<file path="src/rtl/dcache_flush_unit.sv">
// Write-back dcache flush engine: walks every set, writes back valid dirty ways in
// ascending order, invalidates the valid ways, then pulses flush_ack_o once.
module dcache_flush_unit #(
   parameter int NR_SETS  = 256,
   parameter int NR_WAYS  = 8,
   parameter int TAG_W    = 44,
   parameter int LINE_W   = 128,
   parameter int INDEX_W  = $clog2(NR_SETS),
   parameter int OFFSET_W = $clog2(LINE_W / 8),
   parameter int ADDR_W   = TAG_W + INDEX_W + OFFSET_W
) (
   input  logic                      clk_i,
   input  logic                      rst_ni,
   input  logic                      flush_i,
   output logic                      flush_ack_o,
   output logic                      busy_o,
   output logic                      arr_req_o,
   input  logic                      arr_gnt_i,
   output logic                      arr_rd_o,
   output logic [INDEX_W-1:0]        arr_idx_o,
   input  logic [NR_WAYS-1:0]        arr_valid_i,
   input  logic [NR_WAYS-1:0]        arr_dirty_i,
   input  logic [NR_WAYS*TAG_W-1:0]  arr_tag_i,
   input  logic [NR_WAYS*LINE_W-1:0] arr_data_i,
   output logic                      arr_inv_o,
   output logic [NR_WAYS-1:0]        arr_way_mask_o,
   output logic                      wb_req_o,
   input  logic                      wb_gnt_i,
   output logic [ADDR_W-1:0]         wb_addr_o,
   output logic [LINE_W-1:0]         wb_data_o,
   input  logic                      wb_done_i
);

   localparam int WAY_W = (NR_WAYS > 1) ? $clog2(NR_WAYS) : 1;

   typedef enum logic [3:0] {
      S_IDLE, S_ARB, S_RD, S_CHK, S_WB, S_WAIT, S_INV, S_NEXT, S_ACK, S_DRAIN
   } state_e;

   state_e             state_q, state_d;
   logic [INDEX_W-1:0] idx_q, idx_d;
   logic [NR_WAYS-1:0] pend_q, pend_d;
   logic [NR_WAYS-1:0] vld_q, vld_d;
   logic [WAY_W-1:0]   way_q, way_d;

   logic                busy_d, arr_req_d, arr_rd_d, arr_inv_d, wb_req_d, ack_d;
   logic [INDEX_W-1:0]  arr_idx_d;
   logic [NR_WAYS-1:0]  mask_d;
   logic [ADDR_W-1:0]   wb_addr_d;
   logic [LINE_W-1:0]   wb_data_d;

   logic [TAG_W-1:0]  tag_way  [NR_WAYS];
   logic [LINE_W-1:0] data_way [NR_WAYS];

   for (genvar gi = 0; gi < NR_WAYS; gi++) begin : g_way
      assign tag_way[gi]  = arr_tag_i[gi*TAG_W +: TAG_W];
      assign data_way[gi] = arr_data_i[gi*LINE_W +: LINE_W];
   end

   function automatic logic [WAY_W-1:0] lowest_way(input logic [NR_WAYS-1:0] m);
      lowest_way = '0;
      for (int i = NR_WAYS - 1; i >= 0; i--) begin
         if (m[i]) lowest_way = WAY_W'(i);
      end
   endfunction

   always_comb begin
      state_d = state_q;
      idx_d   = idx_q;
      pend_d  = pend_q;
      vld_d   = vld_q;
      way_d   = way_q;
      case (state_q)
         S_IDLE:  if (flush_i) state_d = S_ARB;
         S_ARB: begin
            if (arr_gnt_i) begin
               idx_d   = '0;
               state_d = S_RD;
            end
         end
         S_RD:    state_d = S_CHK;
         S_CHK: begin
            // dirty bits on invalid ways are meaningless and must not trigger a write-back
            pend_d = arr_valid_i & arr_dirty_i;
            vld_d  = arr_valid_i;
            if (|pend_d) begin
               way_d   = lowest_way(pend_d);
               state_d = S_WB;
            end else if (|arr_valid_i) begin
               state_d = S_INV;
            end else begin
               state_d = S_NEXT;
            end
         end
         S_WB:    if (wb_gnt_i) state_d = S_WAIT;
         S_WAIT: begin
            if (wb_done_i) begin
               pend_d = pend_q & ~(NR_WAYS'(1) << way_q);
               if (|pend_d) begin
                  way_d   = lowest_way(pend_d);
                  state_d = S_WB;
               end else begin
                  state_d = S_INV;
               end
            end
         end
         S_INV:   state_d = S_NEXT;
         S_NEXT: begin
            if (idx_q == INDEX_W'(NR_SETS - 1)) begin
               state_d = S_ACK;
            end else begin
               idx_d   = idx_q + 1'b1;
               state_d = S_RD;
            end
         end
         S_ACK:   state_d = S_DRAIN;
         S_DRAIN: if (!flush_i) state_d = S_IDLE;
         default: state_d = S_IDLE;
      endcase

      // Outputs are decoded from the next state so they leave the flops with the state.
      busy_d    = (state_d != S_IDLE);
      arr_req_d = (state_d != S_IDLE) && (state_d != S_DRAIN);
      arr_rd_d  = (state_d == S_RD);
      arr_inv_d = (state_d == S_INV);
      wb_req_d  = (state_d == S_WB);
      ack_d     = (state_d == S_ACK);
      arr_idx_d = (state_d == S_RD || state_d == S_INV) ? idx_d : '0;
      mask_d    = (state_d == S_INV) ? vld_d : '0;
      wb_addr_d = '0;
      wb_data_d = '0;
      if (state_d == S_WB) begin
         wb_addr_d = {tag_way[way_d], idx_d, {OFFSET_W{1'b0}}};
         wb_data_d = data_way[way_d];
      end
   end

   always_ff @(posedge clk_i or negedge rst_ni) begin
      if (!rst_ni) begin
         state_q        <= S_IDLE;
         idx_q          <= '0;
         pend_q         <= '0;
         vld_q          <= '0;
         way_q          <= '0;
         busy_o         <= 1'b0;
         arr_req_o      <= 1'b0;
         arr_rd_o       <= 1'b0;
         arr_idx_o      <= '0;
         arr_inv_o      <= 1'b0;
         arr_way_mask_o <= '0;
         wb_req_o       <= 1'b0;
         wb_addr_o      <= '0;
         wb_data_o      <= '0;
         flush_ack_o    <= 1'b0;
      end else begin
         state_q        <= state_d;
         idx_q          <= idx_d;
         pend_q         <= pend_d;
         vld_q          <= vld_d;
         way_q          <= way_d;
         busy_o         <= busy_d;
         arr_req_o      <= arr_req_d;
         arr_rd_o       <= arr_rd_d;
         arr_idx_o      <= arr_idx_d;
         arr_inv_o      <= arr_inv_d;
         arr_way_mask_o <= mask_d;
         wb_req_o       <= wb_req_d;
         wb_addr_o      <= wb_addr_d;
         wb_data_o      <= wb_data_d;
         flush_ack_o    <= ack_d;
      end
   end

endmodule

</file>
<file path="config.mk">
export PLATFORM = sky130hd
export DESIGN_NAME = dcache_flush_unit
export DESIGN_NICKNAME = d
export VERILOG_FILES = /design/src/rtl/dcache_flush_unit.sv
export SDC_FILE = /design/constraint.sdc
export NUM_CORES = 1
export LEC_CHECK = 0
export CAP_MARGIN = 20
export CORE_AREA = 2 2 622 624
export CTS_BUF_LIST = sky130_fd_sc_hd__clkbuf_8 sky130_fd_sc_hd__clkbuf_16
export CTS_CLUSTER_DIAMETER = 30
export DETAILED_ROUTE_END_ITERATION = 16
export DIE_AREA = 0 0 624 626
export GPL_ROUTABILITY_DRIVEN = 0
export GPL_TIMING_DRIVEN = 0
export PLACE_DENSITY_LB_ADDON = 0.15
export SYNTH_ARGS = -nofsm -noshare
export SYNTH_HDL_FRONTEND = slang
export SYNTH_SLANG_ARGS = --single-unit
export TNS_END_PERCENT = 5
</file>
<file path="constraint.sdc">
create_clock -name clk_i -period 4.07 [get_ports clk_i]
set_input_delay 0.814 -clock clk_i [delete_from_list [all_inputs] [get_ports clk_i]]
set_output_delay 0.814 -clock clk_i [all_outputs]
set_load 0.01 [all_outputs]
</file>
==> out/metrics.yaml <==
run_status: "finished, final reports clean"
synth_cells: 1870
cp-end-kind: "flop"
htree_num_levels: 4
drv_slew: 0
overflow: 0
worst-r2r-cell-count: 12
yosys_warnings: 0
synth_top_cell_area_share: 0.3559
yosysSeqAreaShare: 0.2983
post-route-min-period_ns: 4.045
power_density_nw_per_um2: 750.4
numClockSinks: 233
cts.reportedPaths.clkPinSlew_ns: 0.04
ys_seq_elements: 233
postCtsSetupRepairBufs: 0
synthSimpleGateAreaFrac: 0.03015
layout.nets: 5023
drc_errors: 0
tightestPinTransition_ns: 0.8120
nFillCells: 43730
worstReg2RegEnd: "wb_data_o[86]"
ctsLongestPathBuffers: 4
antenna_found_initial: 293
async_flop_share: 1.000
cts_buffers: 134
final_cell_area_sq_um: 47320
synth_top_family_by_area: "multiplexers"
cp_max_fo: 10
initial_core_util: 0.05086
routed_via_density: 2.901
leakage_uw: 0.01752
cts_tree: "built"
drtIter0Drc: 1510
die_w_um: 624
worstPathRequired_ns: 4.67
skew_ns: 0.09409
ant_nets: 0
synth-edff-count: 0
synthXorXnorAreaFrac: 0
grt_setup_unrepaired: "true"
drive_gt1_frac: 0.1720
root_buffer: "clkbuf_16"
finalSetupViolCount: 0
yosysMostFrequentCell: "mux2i_1"
yosys-top-cells-count: "695 x mux2i_1, 348 x o22ai_1, 233 x dfrtp_1"
arrival_ns: 4.65
final_cells: 8872
core_sq_um: 384300
hp-class: "in2async"
worst-setup-path-type: "reg2reg"
die_y_um: 626
muxShareOfSynthArea: 0.4573
dpl_cell_area_sq_um: 42210
grt_pass1_wl_um: 402900
r2r_start: "state_q[1]"
final-hold-violation-count: 0
max-cap-violations: 0
synth_area_leaders: "mux2i_1 36%, dfrtp_1 30%, o22ai_1 11%"
num_vias: 25740
finalCritPeriodShare: 0.9938
worst_setup_path_start_kind: "flop"
avgRoutedWirePerCell_um: 38.72
drt-total-wl_um: 343500
netlist_area_sq_um: 19540
r2r_slack_ns: 0.03
io_pins: 1604
ys_dominant_reg_cell: "dfrtp_1"
fmax_mhz: 247.2
max_slew_margin: 0.4432
vdd_ir_drop_max_mv: 0.3637
synth_area_leader_cell: "mux2i_1"
drtPass1Iterations: 5
grtUsageTotal: 0.1694
synth_area_per_cell_sq_um: 10.45
portBuffers: 1598
die_area_sq_um: 390600
syn2layout_area_growth_pct: 142.1
grt_pass1_vias: 27330
synthAdderAreaFrac: 0.0006402
rows: 228
total_power_uw: 35510
dpl.cell_count: 8547
clkLatencyLatePin_ns: 0.82
synth-compound-area-share: 0.1394
grt_start_max_net_pins: 83
ys_types: 51
dp_hpwl_um: 309500
what timing repair did:
action	CTS	global route
endpoints found under the setup margin	132	54
gates cloned	0	0
gates resized for setup	90	31
hold buffers	1	0
hold endpoints to repair	21	0
placed cells by master (no fill, tap or decap), drive strengths merged, types with 4 or more instances in the layout:
| master | count |
|---|---|
| nand3 | 11 |
| inv | 63 |
| conb | 4 |
| clkbuf | 184 |
| nand2b | 5 |
| o22ai | 348 |
| o21ai | 20 |
| a22oi | 4 |
| and3 | 4 |
| diode | 97 |
| nor4 | 4 |
| mux2 | 173 |
| a21oi | 30 |
| a31oi | 7 |
| nor3 | 7 |
| bufinv | 7 |
| mux2i | 695 |
| o211ai | 4 |
| nand2 | 43 |
| buf | 186 |
| nor2 | 30 |
| clkinv | 16 |
| clkdlybuf4s50 | 1597 |
| dfrtp | 233 |
per-layer routing:
metal | vias up | GRT usage | wire (um)
met5 | - | 0 | 999
met4 | 152 | 0.03983 | 9830
met3 | 573 | 0.09045 | 40720
met2 | 1599 | 0.2938 | 166400
met1 | 12480 | 0.1792 | 125600
li1 | 10930 | - | -
logic make-up (layout without fill, tap and decap cells):
| group | after synthesis | after routing |
|---|---|---|
| other cells | 1 | 101 |
| flops | 233 | 233 |
| fa+ha+maj | 1 | 1 |
| compound gates | 432 | 432 |
| mux | 868 | 868 |
| buf+inv | 214 | 2056 |
| simple gates | 121 | 121 |
final cells by class:
cell class                      count  area (sq um)  area share
Antenna cell                       97         242.7    0.005129
Buffer                            190          1488     0.03144
Clock buffer                      163          3775     0.07977
Clock inverter                     64         583.1     0.01232
Inverter                           24         90.09    0.001904
Multi-Input combinational cell   1426         12690      0.2681
Sequential cell                   233          5831      0.1232
Tap cell                         5060          6331      0.1338
Timing Repair Buffer             1615         16290      0.3443
flip-flops by register name (all words and copies together) (netlist names), 3 cells and up:
signal	flops
pend_q	8
idx_q	8
state_q	4
arr_way_mask_o	8
wb_data_o	128
way_q	3
arr_idx_o	8
wb_addr_o	52
vld_q	8
metrics by stage:
step	util	setup TNS, ns	hold slack [ns]	setup slack [ns]
CTS	0.1222	-0.6446	0.3488	-0.1026
global placement	0.1090	-3075.48	0.4604	-12.86
detailed placement	0.1099	-109.23	0.4600	-1.332
finish	0.1232	0	0.4418	0.02533
global route	0.1228	-0.6505	0.4208	-0.09775
floorplan	-	0	0.4394	1.250
worst max path at each step:
| stage | to | slack (ns) | depth (start not counted) | from |
|---|---|---|---|---|
| final | wb_data_o[86] | 0.03 | 12 | state_q[1] |
| after global routing | wb_data_o[83] | -0.1 | 12 | state_q[1] |
| after CTS | wb_data_o[21] | -0.10 | 12 | state_q[1] |
| after detailed placement | wb_data_o[1] | -1.33 | 11 | arr_valid_i[1] |
| after global placement | wb_addr_o[15] | -12.86 | 1 | rst_ni |
| after floorplan | wb_addr_o[46] | 1.25 | 12 | wb_done_i |
critical path: stages, from the launching register on:
cell       delay, ns
dfrtp_1         0.34
buf_2           0.17
nand4bb_1       0.31
buf_2           0.25
a311oi_1        0.21
o211ai_1        0.16
nand3_1         0.21
buf_4           0.26
buf_6           0.36
buf_2           0.40
mux2i_1         0.60
o22ai_1         0.15
mux2_2          0.32
report_power, final:
part	switching, uW	internal, uW	total, uW
combinational	14000	8750	22700
sequential	227	2850	3080
clock	2840	6870	9710
No activity file was read; power rests on OpenSTA's default activity.
